===== src/rtl/led_ctrl_pkg.sv =====
// Shared types and constants for the LED pattern sequencer: mode encoding,
// per-mode entry patterns and the prescaler/debounce defaults for the 53.20 MHz oscillator.
package led_ctrl_pkg;

    typedef enum logic [1:0] {
        MODE_BIN   = 2'd0,
        MODE_WALK  = 2'd1,
        MODE_PING  = 2'd2,
        MODE_BLINK = 2'd3
    } mode_t;

    typedef enum logic {
        DIR_UP   = 1'b0,
        DIR_DOWN = 1'b1
    } dir_t;

    localparam logic [3:0] ENTRY_BIN   = 4'b0000;
    localparam logic [3:0] ENTRY_WALK  = 4'b0001;
    localparam logic [3:0] ENTRY_PING  = 4'b0001;
    localparam logic [3:0] ENTRY_BLINK = 4'b0000;

    // ~4 Hz pattern rate and ~10 ms debounce at 53.20 MHz
    localparam int TICK_DIV_DEFAULT   = 13300000;
    localparam int DEB_CYCLES_DEFAULT = 532000;

    function automatic mode_t next_mode(input mode_t m);
        case (m)
            MODE_BIN:  return MODE_WALK;
            MODE_WALK: return MODE_PING;
            MODE_PING: return MODE_BLINK;
            default:   return MODE_BIN;
        endcase
    endfunction

    function automatic logic [3:0] entry_pattern(input mode_t m);
        case (m)
            MODE_BIN:  return ENTRY_BIN;
            MODE_WALK: return ENTRY_WALK;
            MODE_PING: return ENTRY_PING;
            default:   return ENTRY_BLINK;
        endcase
    endfunction

endpackage


===== src/rtl/btn_debounce.sv =====
// Push-button conditioner: 2-flop synchroniser, level debounce, one-cycle press pulse on 1->0.
// press is high DEB_CYCLES+3 edges after the first edge that samples btn_n low; no backpressure.
module btn_debounce
    import led_ctrl_pkg::*;
#(
    parameter int DEB_CYCLES = DEB_CYCLES_DEFAULT
) (
    input  logic clk1,
    input  logic rstn,
    input  logic btn_n,
    output logic press
);

    localparam int CW = $clog2(DEB_CYCLES);
    localparam logic [CW-1:0] CNT_LAST = CW'(DEB_CYCLES - 1);

    logic          s1;
    logic          s2;
    logic          stable;
    logic          stable_d;
    logic [CW-1:0] cnt;

    always_ff @(posedge clk1 or negedge rstn) begin
        if (!rstn) begin
            s1       <= 1'b1;
            s2       <= 1'b1;
            stable   <= 1'b1;
            stable_d <= 1'b1;
            cnt      <= '0;
            press    <= 1'b0;
        end else begin
            s1       <= btn_n;
            s2       <= s1;
            stable_d <= stable;
            // only a falling debounced level is a press; releases are ignored
            press    <= stable_d & ~stable;
            if (s2 == stable) begin
                cnt <= '0;
            end else if (cnt == CNT_LAST) begin
                stable <= s2;
                cnt    <= '0;
            end else begin
                cnt <= cnt + 1'b1;
            end
        end
    end

endmodule


===== src/rtl/led_pattern_ctrl.sv =====
// Four-LED pattern sequencer: prescaled update slots, button-stepped mode FSM, registered LED outputs.
// led/tick change on the same edge (one slot every TICK_DIV cycles); a press reloads and restarts the slot.
module led_pattern_ctrl
    import led_ctrl_pkg::*;
#(
    parameter int TICK_DIV   = TICK_DIV_DEFAULT,
    parameter int DEB_CYCLES = DEB_CYCLES_DEFAULT
) (
    input  logic       clk1,
    input  logic       rstn,
    input  logic       btn_n,
    output logic [3:0] led,
    output logic [1:0] mode,
    output logic       tick
);

    localparam int PW = $clog2(TICK_DIV);
    localparam logic [PW-1:0] PC_LAST = PW'(TICK_DIV - 1);

    logic          press;
    mode_t         state_q, state_d;
    dir_t          dir_q, dir_d;
    logic [3:0]    led_q, led_d;
    logic [PW-1:0] pc_q, pc_d;
    logic          tick_q, tick_d;
    logic          tick_en;

    btn_debounce #(
        .DEB_CYCLES(DEB_CYCLES)
    ) u_btn (
        .clk1  (clk1),
        .rstn  (rstn),
        .btn_n (btn_n),
        .press (press)
    );

    always_ff @(posedge clk1 or negedge rstn) begin
        if (!rstn) begin
            state_q <= MODE_BIN;
            dir_q   <= DIR_UP;
            led_q   <= 4'b0000;
            pc_q    <= '0;
            tick_q  <= 1'b0;
        end else begin
            state_q <= state_d;
            dir_q   <= dir_d;
            led_q   <= led_d;
            pc_q    <= pc_d;
            tick_q  <= tick_d;
        end
    end

    always_comb begin
        tick_en = (pc_q == PC_LAST);
        state_d = state_q;
        dir_d   = dir_q;
        led_d   = led_q;
        pc_d    = tick_en ? '0 : pc_q + 1'b1;
        tick_d  = tick_en;
        if (press) begin
            // a press swallows any coincident slot and restarts slot timing
            state_d = next_mode(state_q);
            led_d   = entry_pattern(state_d);
            dir_d   = DIR_UP;
            pc_d    = '0;
            tick_d  = 1'b0;
        end else if (tick_en) begin
            case (state_q)
                MODE_BIN:  led_d = led_q + 4'd1;
                MODE_WALK: led_d = {led_q[2:0], led_q[3]};
                MODE_PING: begin
                    if (dir_q == DIR_UP) begin
                        if (led_q == 4'b1000) begin
                            led_d = 4'b0100;
                            dir_d = DIR_DOWN;
                        end else begin
                            led_d = led_q << 1;
                        end
                    end else begin
                        if (led_q == 4'b0001) begin
                            led_d = 4'b0010;
                            dir_d = DIR_UP;
                        end else begin
                            led_d = led_q >> 1;
                        end
                    end
                end
                default:   led_d = ~led_q;
            endcase
        end
    end

    assign led  = led_q;
    assign mode = state_q;
    assign tick = tick_q;

endmodule


===== config.mk =====
export PLATFORM = sky130hd
export DESIGN_NAME = led_pattern_ctrl
export DESIGN_NICKNAME = d
export VERILOG_FILES = /design/src/rtl/led_ctrl_pkg.sv /design/src/rtl/btn_debounce.sv /design/src/rtl/led_pattern_ctrl.sv
export SDC_FILE = /design/constraint.sdc
export NUM_CORES = 1
export LEC_CHECK = 0
export CELL_PAD_IN_SITES_DETAIL_PLACEMENT = 0
export CELL_PAD_IN_SITES_GLOBAL_PLACEMENT = 2
export CORE_ASPECT_RATIO = 1.4
export CORE_MARGIN = 4
export CORE_UTILIZATION = 40
export DETAILED_ROUTE_END_ITERATION = 7
export PLACE_DENSITY_LB_ADDON = 0.1
export SLEW_MARGIN = 20
export SYNTH_ARGS = -nofsm -noshare
export SYNTH_HDL_FRONTEND = slang
export SYNTH_HIERARCHICAL = 1
export SYNTH_SLANG_ARGS = --single-unit
export TNS_END_PERCENT = 10

===== constraint.sdc =====
create_clock -name clk1 -period 2.4 [get_ports clk1]
set_input_delay 0.6 -clock clk1 [delete_from_list [all_inputs] [get_ports clk1]]
set_output_delay 0.6 -clock clk1 [all_outputs]
set_load 0.02 [all_outputs]

Word-level counts from Yosys, hierarchy flattened --
Index checks and enable logic that the tools add are counted.
Word-level totals: register bits 57, output and inout bits 7
Operators by class: equal/unequal tests 9, $add $sub $neg 3, multiplexer cells 20, reduce and logical (&&, ||, !) cells 6, bitwise gates (word level) 4
Operator list (count):
- 2-to-1 mux 24 bit | 2
- 2-to-1 mux 20 bit | 2
- adder 24 x 1 -> 24 bit (second input constant) | 1
- == test 24 bit (second input constant) | 1
- adder 20 x 1 -> 20 bit (second input constant) | 1
- == test 20 bit (second input constant) | 1
- 2-to-1 mux 4 bit | 4
- case mux 4 bit (3 select lines) | 1
- 2-to-1 mux 1 bit | 8
- case mux 2 bit (3 select lines) | 1
- adder 4 x 1 -> 4 bit (second input constant) | 1
- == test 2 x 1 -> 1 bit (second input constant) | 2
- == test 2 bit (second input constant) | 2
- == test 4 x 1 -> 1 bit (second input constant) | 1
- == test 4 bit (second input constant) | 1
- NOT 4 bit | 1
- AND reduction 2 bit | 2
- nonzero test 2 bit | 2
- 2-to-1 mux 3 bit | 1
- logical NOT 2 bit | 1
- 2-to-1 mux 2 bit | 1
- NOT 1 bit | 2
- OR reduction 2 bit | 1
- bitwise AND 1 bit | 1
- == test 1 bit | 1

Logic depth before layout (Yosys ltp) --
depth after elaboration 7, mapped depth 6, depth with buffers taken out 6

Modules after synthesis --
The synthesis kept the hierarchy.
Modules (own cells, without submodules):
- led_pattern_ctrl | seq. area each 800.8 µm², times used 1, cells each 205, area each 1938.1 µm²
- btn_debounce | seq. area each 630.6 µm², times used 1, cells each 112, area each 1193.6 µm²

Worst setup path after synthesis --
No wires, ideal clock.
path kind flip-flop to flip-flop, start register pc_q[0], end register pc_q[20], setup slack 0.395 ns, arrival time 1.928 ns, clock period less this slack 2.005 ns, stages on the path, launching flop included 7, cells stage by stage dfrtp_1 ha_1 nand4_1 or4_4 buf_6 or4_1 a21oi_1
On the way: longest elaborated chain between the ends 3
RTL lines:
- start, declared | line led_pattern_ctrl.sv:24 | logic [PW-1:0] pc_q, pc_d;
- start signal, assigned | line led_pattern_ctrl.sv:48 | pc_q <= pc_d;
- adder 24 x 1 -> 24 bit or == test 24 bit (tied branches) | line led_pattern_ctrl.sv:58, led_pattern_ctrl.sv:54
- 2-to-1 mux 24 bit * | line led_pattern_ctrl.sv:58 | pc_d = tick_en ? '0 : pc_q + 1'b1;
- 2-to-1 mux 24 bit * | line led_pattern_ctrl.sv:60 | if (press) begin
- via pc_d[20] | line led_pattern_ctrl.sv:24
Mark *: on every way through the listed nets, which the timed path passes. The rest lies on a longest branch. A chain may end at the register's enable or synchronous reset.

Final worst setup path --
Same ends and word-level chain as after synthesis.

==> metrics.md <==
| Metric | Value |
|---|---|
| Critical Path RT | 2.65 ns |
| Filler cells | 754 |
| Top-count cell post-synth | dfrtp_1 |
| EDFF count, synth | 0 |
| Setup Skew | 0.0107 ns |
| First-pass GRT wire length | 11.7 mm |
| #FFs+latches synth | 57 |
| Port Buf Inserts | 9 |
| Vias per cell | 5.51 |
| Max Freq | 478 MHz |
| Final setup viols | 0 |
| Clock period minus worst slack | 2.09 ns |
| Number of CTS-inserted buffers | 9 |
| Status | complete, no violations |
| Setup crit start kind | flop |
| Pwr Density | 542 nW/um^2 |
| Leak | 1.41 nW |
| Pre-antenna DRT Iters | 4 |
| CTS root buf | clkbuf_8 |
| Layout cells sized above 1 | 13.0% |
| Syn Inst Count | 317 |
| WL met3 | 127 um |
| I/O pins | 10 |
| Drt drc | 0 |
| RSZ-0062 raised after global routing | false |
| CTS sink count | 57 |
| Worst Path Max Fanout | 11 |
| Detail Route Antenna Nets | 0 |
| Antenna cell count | 0 |
| DIE AREA | 9330 um^2 |
| Wire length on met2 | 3.42 mm |
| Yosys warns | 6 |
| Total track usage | 16.3% |
| Critical path class | reg -> reg |
| Resize count post-CTS | 0 |
| Hold_buf cts | 0 |
| Largest net degree at the start of global routing | 58 |
| Worst endpoint data arrival time | 2.34 ns |
| RePlAce Congestion | 0.794 |
| Top Layer Used | met4 |
| Cell area after synthesis | 3130 um^2 |
| Met1 WL | 3.01 mm |
| Slew margin rel. | 64.4% |
| Leading area contributor after synthesis | dfrtp_1 |
| P&R area growth vs syn | 12.4% |
| Final Max Tran Viols | 0 |
| Ys flop type | dfrtp_1 |
| Maximum vdd drop | 0.413 mV |
| CP endpoint kind | flop |
| CTS Buffer Depth | 2 |
| Synth Net Count | 329 |
| Vias | 2,403 |
| Worst hold slack | 0.266 ns |
| Non-Filler Instances | 436 |
| Placed Cells | 420 |
| Placed Area | 3320 um^2 |
| Nets@finish | 346 |
| Overflow after GRT | 0 |
| Clk slew on worst S/H paths | 0.07 ns |
| Maxcap violations | 0 |
| Final Hold Vio Count | 0 |
| Final critical-path share of the clock period | 87.3% |
| Final wirelength | 6.72 mm |
| Share of the synthesized area in the top cell type | 42.3% |
| HP Class | in -> async |
| Die height | 113 um |
| Setup TNS | 0 ns |
| HPWL after detailed placement | 4.65 mm |
| Die width | 82.8 um |
| Routed length per placed instance | 15.4 um |
| Synth top area cells | dfrtp_1 (42%), nor2_1 (4.2%), xnor2_1 (4.2%), ha_1 (3.6%), a21oi_1 (3.4%) |
| Fraction of registers with async set/reset | 100% |
| Initial antenna violation count | 0 |
| Post-synthesis sequential area ratio | 45.7% |
| Slew @ Worst Pin | 0.534 ns |
| Top cells by instance count after synthesis | dfrtp_1 (53), nor2_1 (35), a21oi_1 (21), nand2_1 (21), xnor2_1 (15) |
| Initial Util | 41.8% |
| Core Region | 7500 um^2 |
| Pwr Total | 1.91 mW |
| Iteration-0 DRC Markers | 103 |
| Standard-cell rows | 37 |
| Max H-tree Level | 3 |
| CTS tree | built |
| Design area | 3520 um^2 |
| Vias in the first global route | 2,431 |
| Synth Area per Inst | 9.88 um^2 |
| Clock Latency Late Sink | 0.33 ns |
| Post-synth cell types | 55 |
| Post-CTS setup buffers | 0 |
-- power breakdown --
group | internal, mW | switching [mW] | leakage (nW)
clock | 0.504 | 0.386 | 0.0953
sequential | 0.968 | 0.00521 | 0.765
combinational | 0.0135 | 0.0308 | 0.547
total | 1.49 | 0.422 | 1.41
-- worst max-delay path: stages, from the launching register on --
cell and delay (ns):
dfrtp_1 0.39, ha_1 0.24, nand4_1 0.14, or4_4 0.62, or4_1 0.49, a21oi_1 0.15
-- metrics by stage --
| stage | setup slack [ns] | utilization (%) |
|---|---|---|
| after CTS | 0.263 | 46.9 |
| after global placement | 0.327 | 44.3 |
| after global routing | 0.165 | 46.9 |
| after floorplan | 0.395 | - |
| final | 0.306 | 46.9 |
| after detailed placement | 0.310 | 44.3 |
-- sequential cells by signal, indices dropped and copies added, names as in the netlist, 2 cells and up --
name	flops
led	4
mode	2
pc_q	24
u_btn/cnt	20
-- area by class of cell --
type | instances | area [um^2] | share of cell area (%)
Multi-Input combinational cell | 239 | 1580 | 45.0
Timing Repair Buffer | 15 | 143 | 4.05
Clock buffer | 11 | 141 | 4.02
Inverter | 12 | 45.0 | 1.28
Clock inverter | 5 | 55.1 | 1.56
Sequential cell | 57 | 1430 | 40.7
Tap cell | 97 | 121 | 3.45
-- final timing paths --
| kind | start | end | slack (ns) | cells after the start |
|---|---|---|---|---|
| worst max register to register | pc_q[0]$_DFF_PN0_ | pc_q[20]$_DFF_PN0_ | 0.31 | 5 |
| worst min-delay path | rstn | led[0]$_DFFE_PN0P_ | 0.27 | 2 |
| worst min register to register | u_btn/s1$_DFF_PN1_ | u_btn/s2$_DFF_PN1_ | 0.36 | 0 |
| min in group clk1 | u_btn/s1$_DFF_PN1_ | u_btn/s2$_DFF_PN1_ | 0.36 | 0 |
| max in group asynchronous | rstn | u_btn/stable$_DFFE_PN1P_ | 1.85 | 2 |
| worst max-delay path | pc_q[0]$_DFF_PN0_ | pc_q[20]$_DFF_PN0_ | 0.31 | 5 |
-- cell families (layout without fill, tap and decap cells) --
group           count (synthesis)  after routing  synth area share (%)
simple gates                  142            142                  25.6
compound gates                 59             59                  13.1
flops                          57             57                  45.7
xor+xnor                       26             26                  7.27
buf+inv                        21             43                  3.76
fa+ha+maj                       9              9                  3.60
mux                             3              3                  1.04
-- cells in the final DEF (no fill, tap or decap), types with 8 or more instances in the layout --
cell type,netlist,layout
o31ai_1,10,10
clkbuf_8,0,10
nand2_1,21,21
nor2_1,35,35
inv_1,12,12
ha_1,9,9
nand3_1,14,14
a21oi_1,21,21
xor2_1,11,11
or4_1,9,9
o21ai_0,8,8
nand4_1,12,12
clkdlybuf4s50_1,0,8
dfrtp_1,53,53
xnor2_1,15,15
-- per-layer routing --
layer / vias to the layer above / track usage, %
met3: 10 / 3.34
met1: 1170 / 19.3
met4: 0 / 8.07
met2: 23 / 27.4
li1: 1200 / -
met5: - / 0
Note: power is estimated with default switching activity, not from simulation.
